<file path="config.mk">
export PLATFORM = sky130hd
export DESIGN_NAME = apb_uart_word_serializer
export DESIGN_NICKNAME = d
export VERILOG_FILES = /design/src/rtl/apb_uart_word_serializer.sv
export SDC_FILE = /design/constraint.sdc
export NUM_CORES = 1
export LEC_CHECK = 0
export BUFFER_PORTS_ARGS = -buffer_cell sky130_fd_sc_hd__buf_2
export CAP_MARGIN = 5
export CORE_UTILIZATION = 32
export DETAILED_ROUTE_END_ITERATION = 10
export SLEW_MARGIN = 20
export SYNTH_ARGS = -nofsm -noshare
export SYNTH_HDL_FRONTEND = slang
export SYNTH_SLANG_ARGS = --single-unit
</file>
<file path="constraint.sdc">
create_clock -name clk -period 3.95 [get_ports clk]
set_clock_uncertainty 0.2 [all_clocks]
set_input_delay 0.395 -clock clk [delete_from_list [all_inputs] [get_ports clk]]
set_output_delay 0.395 -clock clk [all_outputs]
set_load 0.01 [all_outputs]
</file>
<file path="src/rtl/apb_uart_word_serializer.sv">
// Buffers APB write words (address + data) in a small FIFO and serialises each
// one into UART byte beats, with an optional address header and a per-word done strobe.
module apb_uart_word_serializer #(
  parameter int DATA_WIDTH = 32,
  parameter int ADDR_WIDTH = 32,
  parameter int DEPTH      = 4,
  parameter bit MSB_FIRST  = 1'b1,
  parameter bit SEND_ADDR  = 1'b0
) (
  input  logic                         clk,
  input  logic                         rst,
  input  logic                         in_valid,
  output logic                         in_ready,
  input  logic [DATA_WIDTH-1:0]        data_in,
  input  logic [ADDR_WIDTH-1:0]        addr_in,
  output logic                         tx_valid,
  output logic [7:0]                   tx_data,
  input  logic                         tx_busy,
  input  logic                         tx_done,
  output logic [ADDR_WIDTH-1:0]        addr_out,
  output logic                         word_done,
  output logic [$clog2(DEPTH+1)-1:0]   fifo_count
);

  localparam int NBYTES  = DATA_WIDTH / 8;
  localparam int ABYTES  = ADDR_WIDTH / 8;
  localparam int HBYTES  = SEND_ADDR ? ABYTES : 0;
  localparam int TOT     = NBYTES + HBYTES;
  localparam int IDX_W   = $clog2(TOT + 1);
  localparam int PTR_W   = $clog2(DEPTH);
  localparam int CNT_W   = $clog2(DEPTH + 1);
  localparam int ENTRY_W = ADDR_WIDTH + DATA_WIDTH;

  localparam logic [IDX_W-1:0] LAST_IDX = IDX_W'(TOT - 1);
  localparam logic [CNT_W-1:0] FULL_CNT = CNT_W'(DEPTH);

  typedef enum logic [1:0] {
    S_IDLE,
    S_LOAD,
    S_SEND,
    S_WAIT
  } state_e;

  state_e                 state_q;
  logic [IDX_W-1:0]       idx_q;
  logic [DATA_WIDTH-1:0]  data_q;
  logic [ADDR_WIDTH-1:0]  addr_q;
  logic                   tx_valid_q;
  logic [7:0]             tx_data_q;
  logic                   word_done_q;

  // ---------------------------------------------------------------------------
  // Word FIFO
  // ---------------------------------------------------------------------------
  logic [ENTRY_W-1:0]     mem_q [DEPTH];
  logic [PTR_W-1:0]       wr_ptr_q;
  logic [PTR_W-1:0]       rd_ptr_q;
  logic [CNT_W-1:0]       cnt_q;
  logic [CNT_W-1:0]       cnt_d;
  logic                   full;
  logic                   push;
  logic                   pop;
  logic [ADDR_WIDTH-1:0]  head_addr;
  logic [DATA_WIDTH-1:0]  head_data;

  // A full FIFO refuses the offer even if the head is popped in the same cycle.
  assign full     = (cnt_q == FULL_CNT);
  assign in_ready = !full;
  assign push     = in_valid && !full;
  assign pop      = (state_q == S_LOAD);

  assign {head_addr, head_data} = mem_q[rd_ptr_q];

  // NOTE: every variable written here gets a default first, so no latch can be inferred.
  always_comb begin
    cnt_d = cnt_q;
    if (push && !pop) begin
      cnt_d = cnt_q + CNT_W'(1);
    end else if (!push && pop) begin
      cnt_d = cnt_q - CNT_W'(1);
    end
  end

  // NOTE: the storage array is deliberately not reset; pointers and count define validity.
  always_ff @(posedge clk) begin
    if (push) begin
      mem_q[wr_ptr_q] <= {addr_in, data_in};
    end
  end

  // NOTE: sequential state uses non-blocking assignments only.
  always_ff @(posedge clk) begin
    if (rst) begin
      wr_ptr_q <= '0;
      rd_ptr_q <= '0;
      cnt_q    <= '0;
    end else begin
      if (push) wr_ptr_q <= wr_ptr_q + PTR_W'(1);
      if (pop)  rd_ptr_q <= rd_ptr_q + PTR_W'(1);
      cnt_q <= cnt_d;
    end
  end

  // ---------------------------------------------------------------------------
  // Beat selection: header bytes (if any) first, then data bytes
  // ---------------------------------------------------------------------------
  logic [7:0] beat;

  always_comb begin
    int k;
    beat = '0;
    k    = int'(idx_q);
    if (k < HBYTES) begin
      beat = 8'(addr_q >> (8 * (MSB_FIRST ? (ABYTES - 1 - k) : k)));
    end else begin
      k    = k - HBYTES;
      beat = 8'(data_q >> (8 * (MSB_FIRST ? (NBYTES - 1 - k) : k)));
    end
  end

  // ---------------------------------------------------------------------------
  // Serialiser FSM with registered outputs
  // ---------------------------------------------------------------------------
  always_ff @(posedge clk) begin
    if (rst) begin
      state_q     <= S_IDLE;
      idx_q       <= '0;
      data_q      <= '0;
      addr_q      <= '0;
      tx_valid_q  <= 1'b0;
      tx_data_q   <= '0;
      word_done_q <= 1'b0;
    end else begin
      tx_valid_q  <= 1'b0;
      word_done_q <= 1'b0;
      case (state_q)
        S_IDLE: begin
          if (cnt_q != '0) state_q <= S_LOAD;
        end
        S_LOAD: begin
          data_q  <= head_data;
          addr_q  <= head_addr;
          idx_q   <= '0;
          state_q <= S_SEND;
        end
        S_SEND: begin
          if (!tx_busy) begin
            tx_valid_q <= 1'b1;
            tx_data_q  <= beat;
            state_q    <= S_WAIT;
          end
        end
        S_WAIT: begin
          // tx_done is only meaningful here; pulses in other states are dropped.
          if (tx_done) begin
            if (idx_q == LAST_IDX) begin
              word_done_q <= 1'b1;
              idx_q       <= '0;
              state_q     <= S_IDLE;
            end else begin
              idx_q   <= idx_q + IDX_W'(1);
              state_q <= S_SEND;
            end
          end
        end
        default: state_q <= S_IDLE;
      endcase
    end
  end

  assign tx_valid   = tx_valid_q;
  assign tx_data    = tx_data_q;
  assign addr_out   = addr_q;
  assign word_done  = word_done_q;
  assign fifo_count = cnt_q;

endmodule

</file>
==> results of run 1 <==
[state kept, by name, summed over array words and instances, names as in the netlist]
signal and cells:
state_q 2, mem_q 256, tx_data 8, fifo_count 3, tx_valid 1, addr_out 32
rd_ptr_q 2, word_done 1, wr_ptr_q 2, idx_q 3, data_q 32
[path summary, 6_finish.rpt]
path / start / end / slack [ns] / cells after the start
worst max-delay path: state_q[1] / fifo_count[2] / 1.54 / 8
worst min-delay path: in_valid / wr_ptr_q[0] / 0.02 / 3
worst max register to register: state_q[1] / fifo_count[2] / 1.54 / 8
worst min register to register: addr_out[12] / addr_out[12] / 0.27 / 1
[critical path, stage by stage (launching register included)]
cell and delay (ns):
dfxtp_1 0.49, and2b_2 0.30, inv_2 0.12, ha_1 0.20
inv_1 0.06, fa_1 0.37, xor2_1 0.16, or3_1 0.30
a21oi_1 0.14
[area by class of cell]
cell class                 instances  share of cell area, %
clock buffer                      55                   6.84
clock inverter                    13                   1.05
inverter                           7                  0.171
multi-input combinational        203                   17.6
sequential                       342                   61.2
tap                              511                   4.15
timing repair buffer             191                   9.02
[logic make-up after synthesis]
| family | Yosys count | share of synthesized area [%] |
|---|---|---|
| flip-flops | 342 | 76.4 |
| buffers and inverters | 40 | 1.77 |
| AND/OR/NAND/NOR | 31 | 1.66 |
| multiplexers | 73 | 13.3 |
| AO/OA/AOI/OAI | 88 | 5.85 |
| XOR/XNOR | 4 | 0.285 |
| adder cells (fa/ha/maj) | 7 | 0.772 |
[synth_stat cells]
cell and number:
a211o_1 1, a21oi_1 8, a22o_1 72, a41oi_1 1
and2b_2 1, and3_1 4, buf_1 1, buf_2 18
buf_4 2, buf_6 5, clkbuf_1 7, dfxtp_1 86
edfxtp_1 256, fa_1 1, ha_1 6, inv_1 5
inv_2 2, mux2i_1 1, mux4_2 72, nand2_1 3
nand2b_1 1, nand3_1 3, nand3b_1 1, nor2_1 6
nor2_4 1, nor2_8 1, nor2b_1 3, nor3b_1 2
nor4_1 1, nor4b_2 1, o21ai_0 3, o21ai_1 2
o21bai_1 1, or3_1 2, or3b_1 1, xnor2_1 1
xor2_1 3
[power by group through the flow]
stage	Clock [mW]	Sequential, mW	Combinational (mW)
floorplan	0	4.58	1.24
global placement	0	4.68	1.67
detailed placement	0	4.69	1.68
CTS	3.49	4.62	1.74
global route	3.64	4.66	1.86
finish	3.42	4.61	1.69
[metrics by stage]
step / util (%) / cell area, um2 / setup slack, ns / power (mW)
finish: 40.8 / 15400 / 1.54 / 9.71
global route: 40.8 / 15400 / 1.38 / 10.2
CTS: 40.8 / 15400 / 1.53 / 9.85
detailed placement: 35.8 / 13500 / 1.55 / 6.37
global placement: 35.8 / 13500 / 1.58 / 6.34
floorplan: - / 12300 / 1.04 / 5.82
[per-layer routing]
layer	routed length, um	vias to the layer above
li1	-	2819
met1	12500	3149
met2	11800	141
met3	1140	39
met4	452	0
met5	0	-
[cells in the final DEF, fill, tap and decap left out, types with 8 or more instances in the layout]
cell,netlist,layout
buf_2,18,114
dlygate4sd3_1,0,66
a21oi_1,8,8
clkbuf_1,7,12
dfxtp_1,86,84
edfxtp_1,256,256
clkbuf_16,0,37
mux4_2,72,72
a22o_1,72,72
==> qor.csv, run 1 <==
metric,value,unit
vias in the first global route,6446,
"Max FO, Critical Path",11,
fin crit share,61.1,%
Post-Layout Cell Count,1322,
Worst Setup Start Kind,register,
top-area cell type share of the netlist area,62.4,%
Sequential Power Share,47.4,%
Root Driver,clkbuf_16,
setup TNS,0,ns
largest net degree at the start of global routing,46,
Die Footprint,0.0393,mm2
register area share after synthesis,76.4,%
switching share of power,25.2,%
initial antenna violation count,0,
relative slew slack,41.7,%
met1 usage,19.8,%
Synth Instances,585,
clock sink total,342,
Multi-input gate area,0.00271,mm2
RSZ-0062 raised after global routing,no,
gr busiest metal,met2,
WP data required,4.20,ns
final hold violations,0,
power share of the clock group,35.2,%
Synth area leader,edfxtp_1,
die height,198,um
Overall Global Routing Usage,13.7,%
number of diodes,0,
H-tree levels,2,
GR Util met3,2.86,%
share of cells above drive strength 1,32.2,%
Filler Cell Count,3404,
placed cell count,1188,
TritonCTS buffer count,37,
Total Wirelength,25900,um
Max Fclk,414,MHz
Syn Area/Cell,21.0,um2
Die Width,198,um
drt wl/cell,19.6,um
initial core utilization,32.6,%
Area growth syn-to-layout,25.0,%
outcome,finished clean,
clock slew at reported path FFs,0.06,ns
later-pin clock latency in the skew report,0.53,ns
DP HPWL,15000,um
worst min-delay path category,primary input to register,
Vias,6148,
Cell Pwr Density,631,mW/mm2
post-route ant nets,0,
yosys warns,0,
Detailed Route Iter0 Violations,333,
RePlAce Congestion,0.684,
P_sw,2.45,mW
CTS tree,built,
Period minus WS final,2.41,ns
net count after synthesis,661,
crit path kind,register to register,
vias per cell,4.65,
total core area,0.0378,mm2
Synth area leaders,"edfxtp_1, dfxtp_1, mux4_2",
Synth Register Bits,342,
Slew @ Worst Pin,0.874,ns
CTS Hold Buffers Added,66,
leakage power,5.33,nW
final setup vio count,0,
DR DRC count,0,
Peak VDD IR,351,uV
synth unique cells,37,
Placement Rows,71,
met2 Track Usage GR,20.8,%
Post-CTS Repair Setup Buffers,0,
Storage cell area,0.00942,mm2
worst path arrival time,2.66,ns
combinational share of power,17.4,%
Int Pwr,7.26,mW
maxcap violations,0,
CTS Buffer Depth,3,
first-pass GRT wire length,40100,um
# IOs,115,
Syn Std Cell Area,0.0123,mm2
Slew Limit Fails,0,
DRT Pass-1 Iters,6,
nets@finish,858,
Hold Slack,0.0196,ns
port bufs,114,
CTS resizes,0,
critical path capture point type,register,
total grt overflow,0,
No activity file was read; power rests on OpenSTA's default activity.
==> run 2: changes to the inputs <==
clock period = 2 ns   (was 3.95 ns; I/O delays follow)
==> qor.csv, run 2 (synthesized netlist as in run 1, its figures left out) <==
metric,value,unit,change
outcome,finished clean,,
RSZ-0062 raised after global routing,yes,,
power share of the clock group,36.3,%,+1.1 points
max FFs per register,256,,unchanged
Overall Global Routing Usage,13.6,%,-0.036 points
crit path kind,register to register,,
most frequent cells in the layout,"edfxtp_1, buf_2, dfxtp_1, mux4_2, a22o_1",,
relative slew slack,29.8,%,-12 points
clock slew at reported path FFs,0.06,ns,about the same
Area growth syn-to-layout,29.1,%,
Finished Cell Area,0.0159,mm2,+3.3%
P_sw,4.95,mW,+100%
critical-path cell list,"and2b_2, inv_4, ha_4, inv_2, fa_2, xor2_1, or3_1, a21oi_1",,
"CP delay by family, top",simple AND/OR/NAND/NOR gates,,
placed cell count,1208,,+1.7%
RePlAce Congestion,0.681,,-0.47%
worst path arrival time,2.24,ns,-0.42 ns
combinational share of power,19.1,%,+1.7 points
Sequential Power Share,44.6,%,-2.8 points
final hold violations,0,,unchanged
"Max FO, Critical Path",2,,-9
final setup vio count,0,,unchanged
# IOs,115,,unchanged
vias in the first global route,6600,,+2.4%
worst min-delay path category,primary input to register,,
"commonest non-fill, non-tap cell in the layout",edfxtp_1,,
WP data required,2.24,ns,-1.96 ns
vias per cell,4.62,,-0.62%
Storage cell area,0.00942,mm2,about the same
Root Driver,clkbuf_16,,
port bufs,114,,unchanged
drt wl/cell,19.3,um,-1.9%
DR DRC count,0,,unchanged
fin crit share,99.9,%,+39 points
initial core utilization,32.6,%,unchanged
nets@finish,884,,+3.0%
Worst Setup Start Kind,register,,
Total Wirelength,26000,um,+0.17%
Die Footprint,0.0393,mm2,unchanged
leakage power,5.57,nW,+4.6%
CTS tree,built,,
later-pin clock latency in the skew report,0.52,ns,about the same
share of cells above drive strength 1,36.0,%,+3.9 points
Detailed Route Iter0 Violations,411,,+23%
first-pass GRT wire length,39800,um,-0.53%
DP HPWL,15200,um,+1.1%
Max Fclk,500,MHz,+21%
"reg-to-reg slack, setup",0.002,ns,-1.53 ns
largest net degree at the start of global routing,65,,+41%
Die Width,198,um,unchanged
Multi-input gate area,0.00273,mm2,+0.83%
Peak VDD IR,799,uV,+130%
Filler Cell Count,3345,,-1.7%
critical path capture point type,register,,
H-tree levels,2,,unchanged
Cell Pwr Density,1260,mW/mm2,+99%
Slew @ Worst Pin,1.05,ns,+0.178 ns
post-route ant nets,0,,unchanged
initial antenna violation count,1,,+1
Worst path max stage delay,0.33,ns,-0.16 ns
maxcap violations,0,,unchanged
Vias,6239,,+1.5%
critical path buffer and inverter count,2,,unchanged
Placement Rows,71,,unchanged
Post-Layout Cell Count,1350,,+2.1%
total core area,0.0378,mm2,unchanged
CTS Buffer Depth,3,,unchanged
die height,198,um,unchanged
clock sink total,342,,unchanged
switching share of power,24.7,%,-0.49 points
Slew Limit Fails,0,,unchanged
"Most flops, register",mem_q,,
total grt overflow,0,,unchanged
DRT Pass-1 Iters,6,,unchanged
Int Pwr,15.0,mW,+110%
Critical-path top delay cell,fa_2,,
Post-DP Area,0.0138,mm2,+2.4%
TritonCTS buffer count,38,,+2.7%
Period minus WS final,2.00,ns,-0.415 ns
==> run 2: stage by stage <==
stage | setup slack (ns) | total power, mW | TNS [ns] | hold WS, ns | utilization (%)
6_report | 0.00162 | 20.0 | 0 | 0.231 | 42.1
5_1_grt | -0.0476 | 20.9 | -0.643 | 0.216 | 42.1
4_1_cts | -0.0178 | 20.3 | -0.0186 | 0.195 | 42.0
3_5_place_dp | -0.0267 | 12.8 | -0.0267 | 0.215 | 36.6
3_3_place_gp | 0.00936 | 12.8 | 0 | 0.214 | 36.6
2_1_floorplan | -0.177 | 11.5 | -45.38 | 0.0790 | -
==> run 2: final timing paths <==
check | from | to | cells after the start
setup / recovery | state_q[1] | fifo_count[2] | 8
hold / removal | addr_in[21] | mem_q[2][53] | 2
setup reg to reg | state_q[1] | fifo_count[2] | 8
hold reg to reg | idx_q[2] | idx_q[2] | 2
==> run 2: power groups by stage <==
stage          Sequential (mW)  Combinational [mW]  Clock (mW)
2_1_floorplan             9.04                2.49           0
3_3_place_gp              9.04                3.74           0
3_5_place_dp              9.06                3.78           0
4_1_cts                   8.92                3.91        7.47
5_1_grt                   9.00                4.17        7.74
6_report                  8.91                3.83        7.25
==> run 2: layer usage <==
| layer | global-route usage (%) | part of all wire [%] | vias up |
|---|---|---|---|
| met4 | 3.93 | 1.9 | 0 |
| met5 | 0 | 0 | - |
| met3 | 2.95 | 4.5 | 40 |
| met1 | 19.0 | 47 | 3201 |
| met2 | 21.4 | 46 | 132 |
| li1 | - | - | 2866 |
==> run 2: repair_timing <==
action,4_1_cts,5_1_grt
hold buffers,69,0
pin swaps,2,23
setup endpoints to repair,1,67
hold endpoints to repair,270,0
setup buffers,1,1
gates resized for setup,0,3
==> run 2: cell type report <==
type / instances / area share, %
Antenna cell: 1 / 0.0157
Clock buffer: 56 / 7.45
Clock inverter: 14 / 0.984
Inverter: 7 / 0.181
Multi-Input combinational cell: 203 / 17.2
Sequential cell: 342 / 59.3
Tap cell: 511 / 4.02
Timing Repair Buffer: 216 / 10.9
